### src/rtl/exe_mem_pkg.sv
// Shared types and constants for the EXE->MEM boundary register.
// Latency: n/a (types only).
// Backpressure: n/a (types only).
package exe_mem_pkg;

  // Number of control bits at the top of every payload word.
  localparam int CTRL_BITS = 3;

  // Default field widths, matching the top-level parameter defaults.
  localparam int DEF_DATA_W = 32;
  localparam int DEF_DEST_W = 4;

  typedef enum logic [1:0] {
    EMPTY = 2'd0,
    BUSY  = 2'd1,
    FULL  = 2'd2
  } skid_state_t;

  // Payload layout at default widths. The control bits sit in the MSBs so
  // an entry can clear them with a fixed slice. The top re-declares this
  // same layout sized by its own DATA_W/DEST_W parameters.
  typedef struct packed {
    logic                  wb_en;
    logic                  mem_read_en;
    logic                  mem_write_en;
    logic [DEF_DATA_W-1:0] alu_res;
    logic [DEF_DATA_W-1:0] val_rm;
    logic [DEF_DEST_W-1:0] dest;
  } exe_mem_payload_t;

endpackage

### src/rtl/exe_mem_entry.sv
// One payload holding register with load, control-bit clear and async reset.
// Latency: d appears on q one cycle after load.
// Backpressure: none; the owner decides when to load.
//
// Ports: clk, rst (async, active-high), load, clr_ctrl, d[W-1:0], q[W-1:0].
// clr_ctrl wins over load and only zeroes the control slice; the rest of the
// payload keeps its stale value because the owner masks it by valid.
module exe_mem_entry
  import exe_mem_pkg::*;
#(
  parameter int W = CTRL_BITS + 2 * DEF_DATA_W + DEF_DEST_W
) (
  input  logic         clk,
  input  logic         rst,
  input  logic         load,
  input  logic         clr_ctrl,
  input  logic [W-1:0] d,
  output logic [W-1:0] q
);

  always_ff @(posedge clk or posedge rst) begin
    if (rst) begin
      q <= '0;
    end else if (clr_ctrl) begin
      q[W-1 -: CTRL_BITS] <= '0;
    end else if (load) begin
      q <= d;
    end
  end

endmodule

### src/rtl/exe_mem_skid_reg.sv
// EXE->MEM pipeline register with one-entry skid buffer, flush and stall counter.
// Latency: one cycle from acceptance to out_*; one beat per cycle sustained.
// Backpressure: in_ready is registered (low only when both entries are held).
//
// Ports:
//   clk, rst (async, active-high), flush (sync kill of held beats)
//   in_valid/in_ready + in_wb_en, in_mem_read_en, in_mem_write_en,
//     in_alu_res, in_val_rm, in_dest            -- EXE side
//   out_valid/out_ready + out_wb_en, out_mem_read_en, out_mem_write_en,
//     out_alu_res, out_val_rm, out_dest         -- MEM side
//   stall_cnt -- saturating count of cycles with out_valid & ~out_ready
module exe_mem_skid_reg
  import exe_mem_pkg::*;
#(
  parameter int DATA_W = 32,
  parameter int DEST_W = 4,
  parameter int CNT_W  = 16
) (
  input  logic              clk,
  input  logic              rst,
  input  logic              flush,
  input  logic              in_valid,
  output logic              in_ready,
  input  logic              in_wb_en,
  input  logic              in_mem_read_en,
  input  logic              in_mem_write_en,
  input  logic [DATA_W-1:0] in_alu_res,
  input  logic [DATA_W-1:0] in_val_rm,
  input  logic [DEST_W-1:0] in_dest,
  output logic              out_valid,
  input  logic              out_ready,
  output logic              out_wb_en,
  output logic              out_mem_read_en,
  output logic              out_mem_write_en,
  output logic [DATA_W-1:0] out_alu_res,
  output logic [DATA_W-1:0] out_val_rm,
  output logic [DEST_W-1:0] out_dest,
  output logic [CNT_W-1:0]  stall_cnt
);

  localparam int PW = CTRL_BITS + 2 * DATA_W + DEST_W;
  localparam logic [CNT_W-1:0] CNT_MAX = '1;

  typedef struct packed {
    logic              wb_en;
    logic              mem_read_en;
    logic              mem_write_en;
    logic [DATA_W-1:0] alu_res;
    logic [DATA_W-1:0] val_rm;
    logic [DEST_W-1:0] dest;
  } payload_t;

  skid_state_t state_q, state_d;
  payload_t    in_pl, main_q, skid_q, main_d;
  logic        accept, drain;
  logic        main_load, skid_load, main_from_skid;

  assign in_pl = '{wb_en:        in_wb_en,
                   mem_read_en:  in_mem_read_en,
                   mem_write_en: in_mem_write_en,
                   alu_res:      in_alu_res,
                   val_rm:       in_val_rm,
                   dest:         in_dest};

  // in_ready depends only on the state register, so out_ready never reaches
  // it combinationally; the skid entry absorbs the one beat in flight.
  assign in_ready  = (state_q != FULL);
  assign out_valid = (state_q != EMPTY);
  assign accept    = in_valid & in_ready & ~flush;
  assign drain     = out_valid & out_ready;

  always_ff @(posedge clk or posedge rst) begin
    if (rst) begin
      state_q <= EMPTY;
    end else begin
      state_q <= state_d;
    end
  end

  always_comb begin
    state_d        = state_q;
    main_load      = 1'b0;
    skid_load      = 1'b0;
    main_from_skid = 1'b0;
    if (flush) begin
      state_d = EMPTY;
    end else begin
      case (state_q)
        EMPTY: begin
          if (accept) begin
            state_d   = BUSY;
            main_load = 1'b1;
          end
        end
        BUSY: begin
          if (accept && drain) begin
            main_load = 1'b1;
          end else if (accept) begin
            state_d   = FULL;
            skid_load = 1'b1;
          end else if (drain) begin
            state_d = EMPTY;
          end
        end
        FULL: begin
          if (drain) begin
            state_d        = BUSY;
            main_load      = 1'b1;
            main_from_skid = 1'b1;
          end
        end
        default: state_d = EMPTY;
      endcase
    end
  end

  assign main_d = main_from_skid ? skid_q : in_pl;

  exe_mem_entry #(.W(PW)) u_main (
    .clk      (clk),
    .rst      (rst),
    .load     (main_load),
    .clr_ctrl (flush),
    .d        (main_d),
    .q        (main_q)
  );

  exe_mem_entry #(.W(PW)) u_skid (
    .clk      (clk),
    .rst      (rst),
    .load     (skid_load),
    .clr_ctrl (flush),
    .d        (in_pl),
    .q        (skid_q)
  );

  // Control bits are gated by out_valid so a bubble can never write.
  assign out_wb_en        = main_q.wb_en & out_valid;
  assign out_mem_read_en  = main_q.mem_read_en & out_valid;
  assign out_mem_write_en = main_q.mem_write_en & out_valid;
  assign out_alu_res      = main_q.alu_res;
  assign out_val_rm       = main_q.val_rm;
  assign out_dest         = main_q.dest;

  // Flush deliberately leaves the counter alone; only reset clears it.
  always_ff @(posedge clk or posedge rst) begin
    if (rst) begin
      stall_cnt <= '0;
    end else if (out_valid && !out_ready && stall_cnt != CNT_MAX) begin
      stall_cnt <= stall_cnt + 1'b1;
    end
  end

endmodule

### config.mk
export PLATFORM = sky130hd
export DESIGN_NAME = exe_mem_skid_reg
export DESIGN_NICKNAME = d
export VERILOG_FILES = /design/src/rtl/exe_mem_pkg.sv /design/src/rtl/exe_mem_entry.sv /design/src/rtl/exe_mem_skid_reg.sv
export SDC_FILE = /design/constraint.sdc
export NUM_CORES = 1
export LEC_CHECK = 0
export ABC_AREA = 1
export ABC_CLOCK_PERIOD_IN_PS = 12840
export CORE_AREA = 2 2 122 124
export CTS_CLUSTER_DIAMETER = 60
export CTS_CLUSTER_SIZE = 40
export DETAILED_ROUTE_END_ITERATION = 8
export DIE_AREA = 0 0 124 126
export PLACE_DENSITY_LB_ADDON = 0.3
export SYNTH_ARGS = -nofsm -noshare
export SYNTH_HDL_FRONTEND = slang
export SYNTH_SLANG_ARGS = --single-unit
### constraint.sdc
create_clock -name clk -period 12.84 [get_ports clk]
set_clock_uncertainty 0.1 [all_clocks]
set_input_delay 2.568 -clock clk [delete_from_list [all_inputs] [get_ports clk]]
set_output_delay 2.568 -clock clk [all_outputs]
set_load 0.02 [all_outputs]
Word level (Yosys, flattened, before mapping)
Index checks and enable logic that the tools add are counted.
{"block": "op_classes", "n_mux": 22, "n_addsub": 1, "bitwise": 7, "n_reduce_logical": 11, "n_eq_ne": 8}
{"cell": "71-bit two-way mux", "n": 3}
{"cell": "16-bit by 1-bit adder with 16-bit output (second input constant)", "n": 1}
{"cell": "16-bit != test (second input constant)", "n": 1}
{"cell": "2-bit two-way mux", "n": 6}
{"cell": "1-bit two-way mux", "n": 9}
{"cell": "3-bit != test (second input constant)", "n": 3}
{"cell": "1-bit AND", "n": 6}
{"cell": "3-bit two-way mux", "n": 2}
{"cell": "2-bit case mux with 3 select lines", "n": 1}
{"cell": "2-bit nonzero test", "n": 3}
{"cell": "4-bit != test (second input constant)", "n": 1}
{"cell": "2-bit AND reduction", "n": 2}
{"cell": "4-bit AND reduction", "n": 1}
{"cell": "1-bit logical AND", "n": 3}
{"cell": "1-bit case mux with 3 select lines", "n": 1}
{"cell": "2-bit by 1-bit == test with 1-bit output (second input constant)", "n": 1}
{"cell": "2-bit == test (second input constant)", "n": 1}
{"cell": "2-bit logical NOT", "n": 1}
{"cell": "2-bit != test (second input constant)", "n": 1}
{"cell": "1-bit logical NOT", "n": 1}
{"cell": "1-bit NOT", "n": 1}
{"block": "totals", "register_bits": 160, "wordCells": 55, "inputBits": 76, "output_inout_bits": 89}

Depth between registers and ports, before layout
{"block": "depth", "ltp_word": 9, "ltp_mapped": 10, "mapped_depth_nobuf": 9}

Modules after synthesis
Synthesis repeated with hierarchy kept, for this count alone.
{"block": "unflattened", "cells_unflattened": 878, "hier_area_um2": 7677.4}
{"mod": "exe_mem_entry", "area_per_inst_um2": 2811.4, "seq_area_each_um2": 1776.7, "instances": 2, "cells_each": 310}
{"mod": "exe_mem_skid_reg", "area_per_inst_um2": 2054.5, "seq_area_each_um2": 450.4, "instances": 1, "cells_each": 258}

Worst setup path after synthesis
OpenSTA, ideal clock, no wires.
{"block": "synth_timing", "path_type": "in2reg", "startpoint": "in in_valid", "endpoint": "reg u_skid.q[59]", "path_slack_ps": 9198, "arrival_time_ps": 3412, "required_ps": 12610, "path_buffers": 2, "setup_time_ps": 130, "cell_stages": 9, "cell_sequence": "inv_1 > nor2_1 > nand2_1 > nor2_2 > nand2_2 > buf_6 > buf_2 > nand2_1 > o21ai_0"}
{"block": "synth_between", "elab_chain_cells": 7, "elab_cells_between_ends": 8, "classes_between": "mux: 4; bitwise: 2; reduce/logical: 2"}
{"item": "start, declared", "line_no": "exe_mem_skid_reg.sv:22", "text": "input logic in_valid,"}
{"item": "1-bit AND * (2 in a row)", "line_no": "exe_mem_skid_reg.sv:69", "text": "assign accept = in_valid & in_ready & ~flush;"}
{"item": "1-bit two-way mux or 1-bit logical AND (tied branches)", "line_no": "exe_mem_skid_reg.sv:98, exe_mem_skid_reg.sv:96"}
{"item": "1-bit two-way mux *", "line_no": "exe_mem_skid_reg.sv:96", "text": "if (accept && drain) begin"}
{"item": "1-bit two-way mux *", "line_no": "exe_mem_skid_reg.sv:88", "text": "case (state_q)"}
{"item": "1-bit two-way mux *", "line_no": "exe_mem_skid_reg.sv:85", "text": "if (flush) begin"}
{"item": "2-bit AND reduction (no line) *"}
{"item": "end signal, assigned", "line_no": "exe_mem_entry.sv:23", "text": "q <= '0;"}
{"item": "end signal, assigned by index", "line_no": "exe_mem_entry.sv:25", "text": "q[W-1 -: CTRL_BITS] <= '0;"}
{"item": "end signal, assigned", "line_no": "exe_mem_entry.sv:27", "text": "q <= d;"}
{"item": "end, declared", "line_no": "exe_mem_entry.sv:18", "text": "output logic [W-1:0] q"}
Mark *: on every way between the ends. The rest lies on a longest branch, timed or not.
A chain may end at the register's enable or synchronous reset.

Worst setup path after layout
{"block": "layout_timing", "startpoint": "in flush", "endpoint": "reg u_main.q[22]"}
{"block": "layout_between", "elab_chain_cells": 7, "elab_cells_between_ends": 10, "classes_between": "mux: 6; bitwise: 2; reduce/logical: 2"}
{"item": "start, declared", "line_no": "exe_mem_skid_reg.sv:21", "text": "input logic flush,"}
{"item": "1-bit NOT (no line)"}
{"item": "1-bit AND", "line_no": "exe_mem_skid_reg.sv:69"}
{"item": "1-bit logical AND", "line_no": "exe_mem_skid_reg.sv:96"}
{"item": "1-bit two-way mux", "line_no": "exe_mem_skid_reg.sv:96"}
{"item": "1-bit case mux with 3 select lines", "line_no": "exe_mem_skid_reg.sv:88"}
{"item": "1-bit two-way mux", "line_no": "exe_mem_skid_reg.sv:85"}
{"item": "2-bit AND reduction (no line)"}
{"item": "end signal, assigned", "line_no": "exe_mem_entry.sv:23"}
{"item": "end signal, assigned by index", "line_no": "exe_mem_entry.sv:25"}
{"item": "end signal, assigned", "line_no": "exe_mem_entry.sv:27"}
{"item": "end, declared", "line_no": "exe_mem_entry.sv:18"}
Several ways; a longest one is shown, not always the timed one.

==> impl_metrics.yaml <==
status:
  status: "finished clean"
global_routing:
  grt-ovfl-total: 0
  antenna_found_initial: 0
  grt_max_degree: 112
  grt_usage: 0.215
  grt_pass1_vias: 5402
  grt_pass1_wl_mm: 26.5
clock_tree:
  clockRootBuffer: "clkbuf_16"
  cts_tree: "yes"
  numClockSinks: 160
  cts_max_path_buffers: 2
  cts_hold_buf: 0
  clk_latency_ps: 420
  clk_pin_slew_worst_paths_ps: 60
  post_cts_buffers: 0
  ctsResizeCount: 0
  cts_buffers: 17
  htreeDepth: 4
worst_setup_path:
  critical_path_required_ps: 13040
  path_max_fanout: 104
  worstSetupPathType: "in -> reg"
  start_kind: "input pin"
  worstPathArrival_ps: 5090
  cp-end-kind: "flip-flop"
sta:
  clock.fmax_mhz: 205
  period_needed_ps: 4890
  period_share: 0.381
  rsz0062_at_grt: "false"
  fin_setup_tns_ps: 0
  timing.slew.headroom: 0.302
  hold_violations: 0
  drv_slew: 0
  tightest_slew_ps: 1050
  setup_viol: 0
synth:
  synth_edf_count: 0
  synthAdderAreaFrac: 0.00161
  ys.flop_type: "dfrtp_1"
  syn-num-nets: 1038
  yosysWarningCount: 0
  ys_seq_elements: 160
  syn_inst: 961
  synthMuxAreaShare: 0
  synth_area_um2: 7780
  async_flop_share: 1.00
  synth_xor_area_frac: 0.00788
  synth_cell_types: 27
  synth-seq-area-share: 0.514
  synth_top_family_by_area: "simple AND/OR/NAND/NOR gates"
  synth_area_per_cell_um2: 8.10
  yosys.area_share.simple: 0.198
  synth_compound_area_frac: 0.131
layout:
  num_antenna_cells: 0
  finalNetCount: 1111
  regArea_um2: 4000
  area_growth_pct: 21.0
  multi_input_area_um2: 2650
  drive_above_1_share: 0.0449
  fillCellCount: 1224
power_and_ir_drop:
  p_sw_mw: 0.513
  seqPwrFrac: 0.447
  swShare: 0.315
  irDropWorstVdd_mv: 0.0959
  p_leak_nw: 4.68
  internal-power_mw: 1.12
  power_mw: 1.63
  power_frac_clock: 0.273
  comb_power_share: 0.281
  powerDensity_nw_per_um2: 173
die:
  die_w_um: 124
  core_area_um2: 14300
  fp.dieH_um: 126
  rows: 44
  die_area_um2: 15600
  start_util: 0.544
  io-pin-count: 165
route:
  wl_per_cell_um: 13.1
  detailroute.via_count: 6065
  drc: 0
  wl_mm: 16.1
  drtIter0Drc: 457
  first_pass_iters: 5
  avgViaCountPerCell: 4.93
  postRouteAntennaNets: 0
place:
  gp_congestion: 0.806
  dp_hpwl_mm: 10.4
  port_buffers: 164
job:
  cap_violations: 0
hold_path:
  hold_class: "reg -> reg"
[worst max-delay path, cell delays in order]
cell and delay [ps]:
clkdlybuf4s50_1 520, inv_1 120, nand2_1 180, a21oi_4 90, nand2_4 140, buf_4 770, inv_2 460, nand2_1 160
nand2_1 60
[power groups by stage]
stage          combinational [mW]  clock [mW]  sequential [mW]
3_3_place_gp                0.452           0            0.730
5_1_grt                     0.508       0.470            0.746
2_1_floorplan               0.347           0            0.720
3_5_place_dp                0.461           0            0.734
6_report                    0.457       0.444            0.727
4_1_cts                     0.463       0.450            0.728
[cell usage after synthesis (11+ instances only)]
| cell type | count | area [µm²] |
|---|---|---|
| buf_2 | 17 | 85.1 |
| o21ai_0 | 150 | 751 |
| nand2_1 | 316 | 1190 |
| a21oi_1 | 23 | 115 |
| clkbuf_1 | 12 | 45.0 |
| o21ai_1 | 12 | 60.1 |
| inv_1 | 90 | 338 |
| dfrtp_1 | 160 | 4000 |
| buf_4 | 71 | 533 |
| nor2_1 | 47 | 176 |
| buf_6 | 11 | 124 |
| nand3_1 | 12 | 60.1 |
[cells in the final DEF (no fill, tap or decap), drive strengths merged]
cell type / synthesis / final
nand2: 319 / 319
o21ai: 170 / 170
clkdlybuf4s50: 0 / 164
dfrtp: 160 / 160
inv: 91 / 91
nor2: 50 / 50
clkbuf: 15 / 25
a21oi: 24 / 24
nand3: 13 / 13
nand4: 8 / 8
xnor2: 6 / 6
clkinv: 0 / 4
buf: 99 / 4
nor3: 2 / 2
clkinvlp: 0 / 2
a21boi: 1 / 1
xor2: 1 / 1
and2: 1 / 1
ha: 1 / 1
[final timing paths]
kind / from / end / slack, ps / depth (start not counted)
min reg2reg: u_skid.q[64]$_DFFE_PP0P_ / u_skid.q[64]$_DFFE_PP0P_ / 380 / 2
max in group asynchronous: rst / u_main.q[25]$_DFFE_PP0P_ / 8600 / 3
max reg2reg: state_q[1]$_DFFE_PP0P_ / u_main.q[22]$_DFFE_PP0P_ / 10150 / 8
max: flush / u_main.q[22]$_DFFE_PP0P_ / 7950 / 9
min: u_skid.q[64]$_DFFE_PP0P_ / u_skid.q[64]$_DFFE_PP0P_ / 380 / 2
min in group asynchronous: rst / u_main.q[65]$_DFFE_PP0P_ / 2540 / 2
[per-layer routing]
layer / global-route usage / part of all wire / wire length (µm)
met5: 0 / 0 / 0
met4: 0.0714 / 0.016 / 257
met3: 0.0457 / 0.064 / 1030
met2: 0.326 / 0.47 / 7510
met1: 0.309 / 0.45 / 7300
[cell type report]
class | instances | share of cell area
Sequential cell | 160 | 0.425
Multi-Input combinational cell | 596 | 0.282
Timing Repair Buffer | 168 | 0.178
Clock buffer | 25 | 0.0505
Inverter | 91 | 0.0368
Tap cell | 184 | 0.0245
Clock inverter | 6 | 0.00372
[flip-flops by register name, indices dropped and copies added, names as in the netlist]
signal and flops:
state_q 2, stall_cnt 16, u_main.q 71, u_skid.q 71
[stage by stage]
step,setup WS (ps),util,std cells,hold WS [ps],area (µm²)
after global placement,7530,0.622,1199,362,8900
after global routing,7630,0.658,1230,405,9420
after floorplan,5850,-,961,348,7780
after detailed placement,7450,0.622,1199,368,8900
final,7950,0.658,1230,379,9420
after CTS,7890,0.658,1230,383,9420
[cells by family (layout without fill, tap and decap cells)]
| kind of cell | Yosys count | in the layout |
|---|---|---|
| AND/OR/NAND/NOR | 393 | 393 |
| buffers and inverters | 205 | 290 |
| AO/OA/AOI/OAI | 195 | 195 |
| flip-flops | 160 | 160 |
| XOR/XNOR | 7 | 7 |
| adder cells (fa/ha/maj) | 1 | 1 |
No activity file was read; power rests on OpenSTA's default activity.
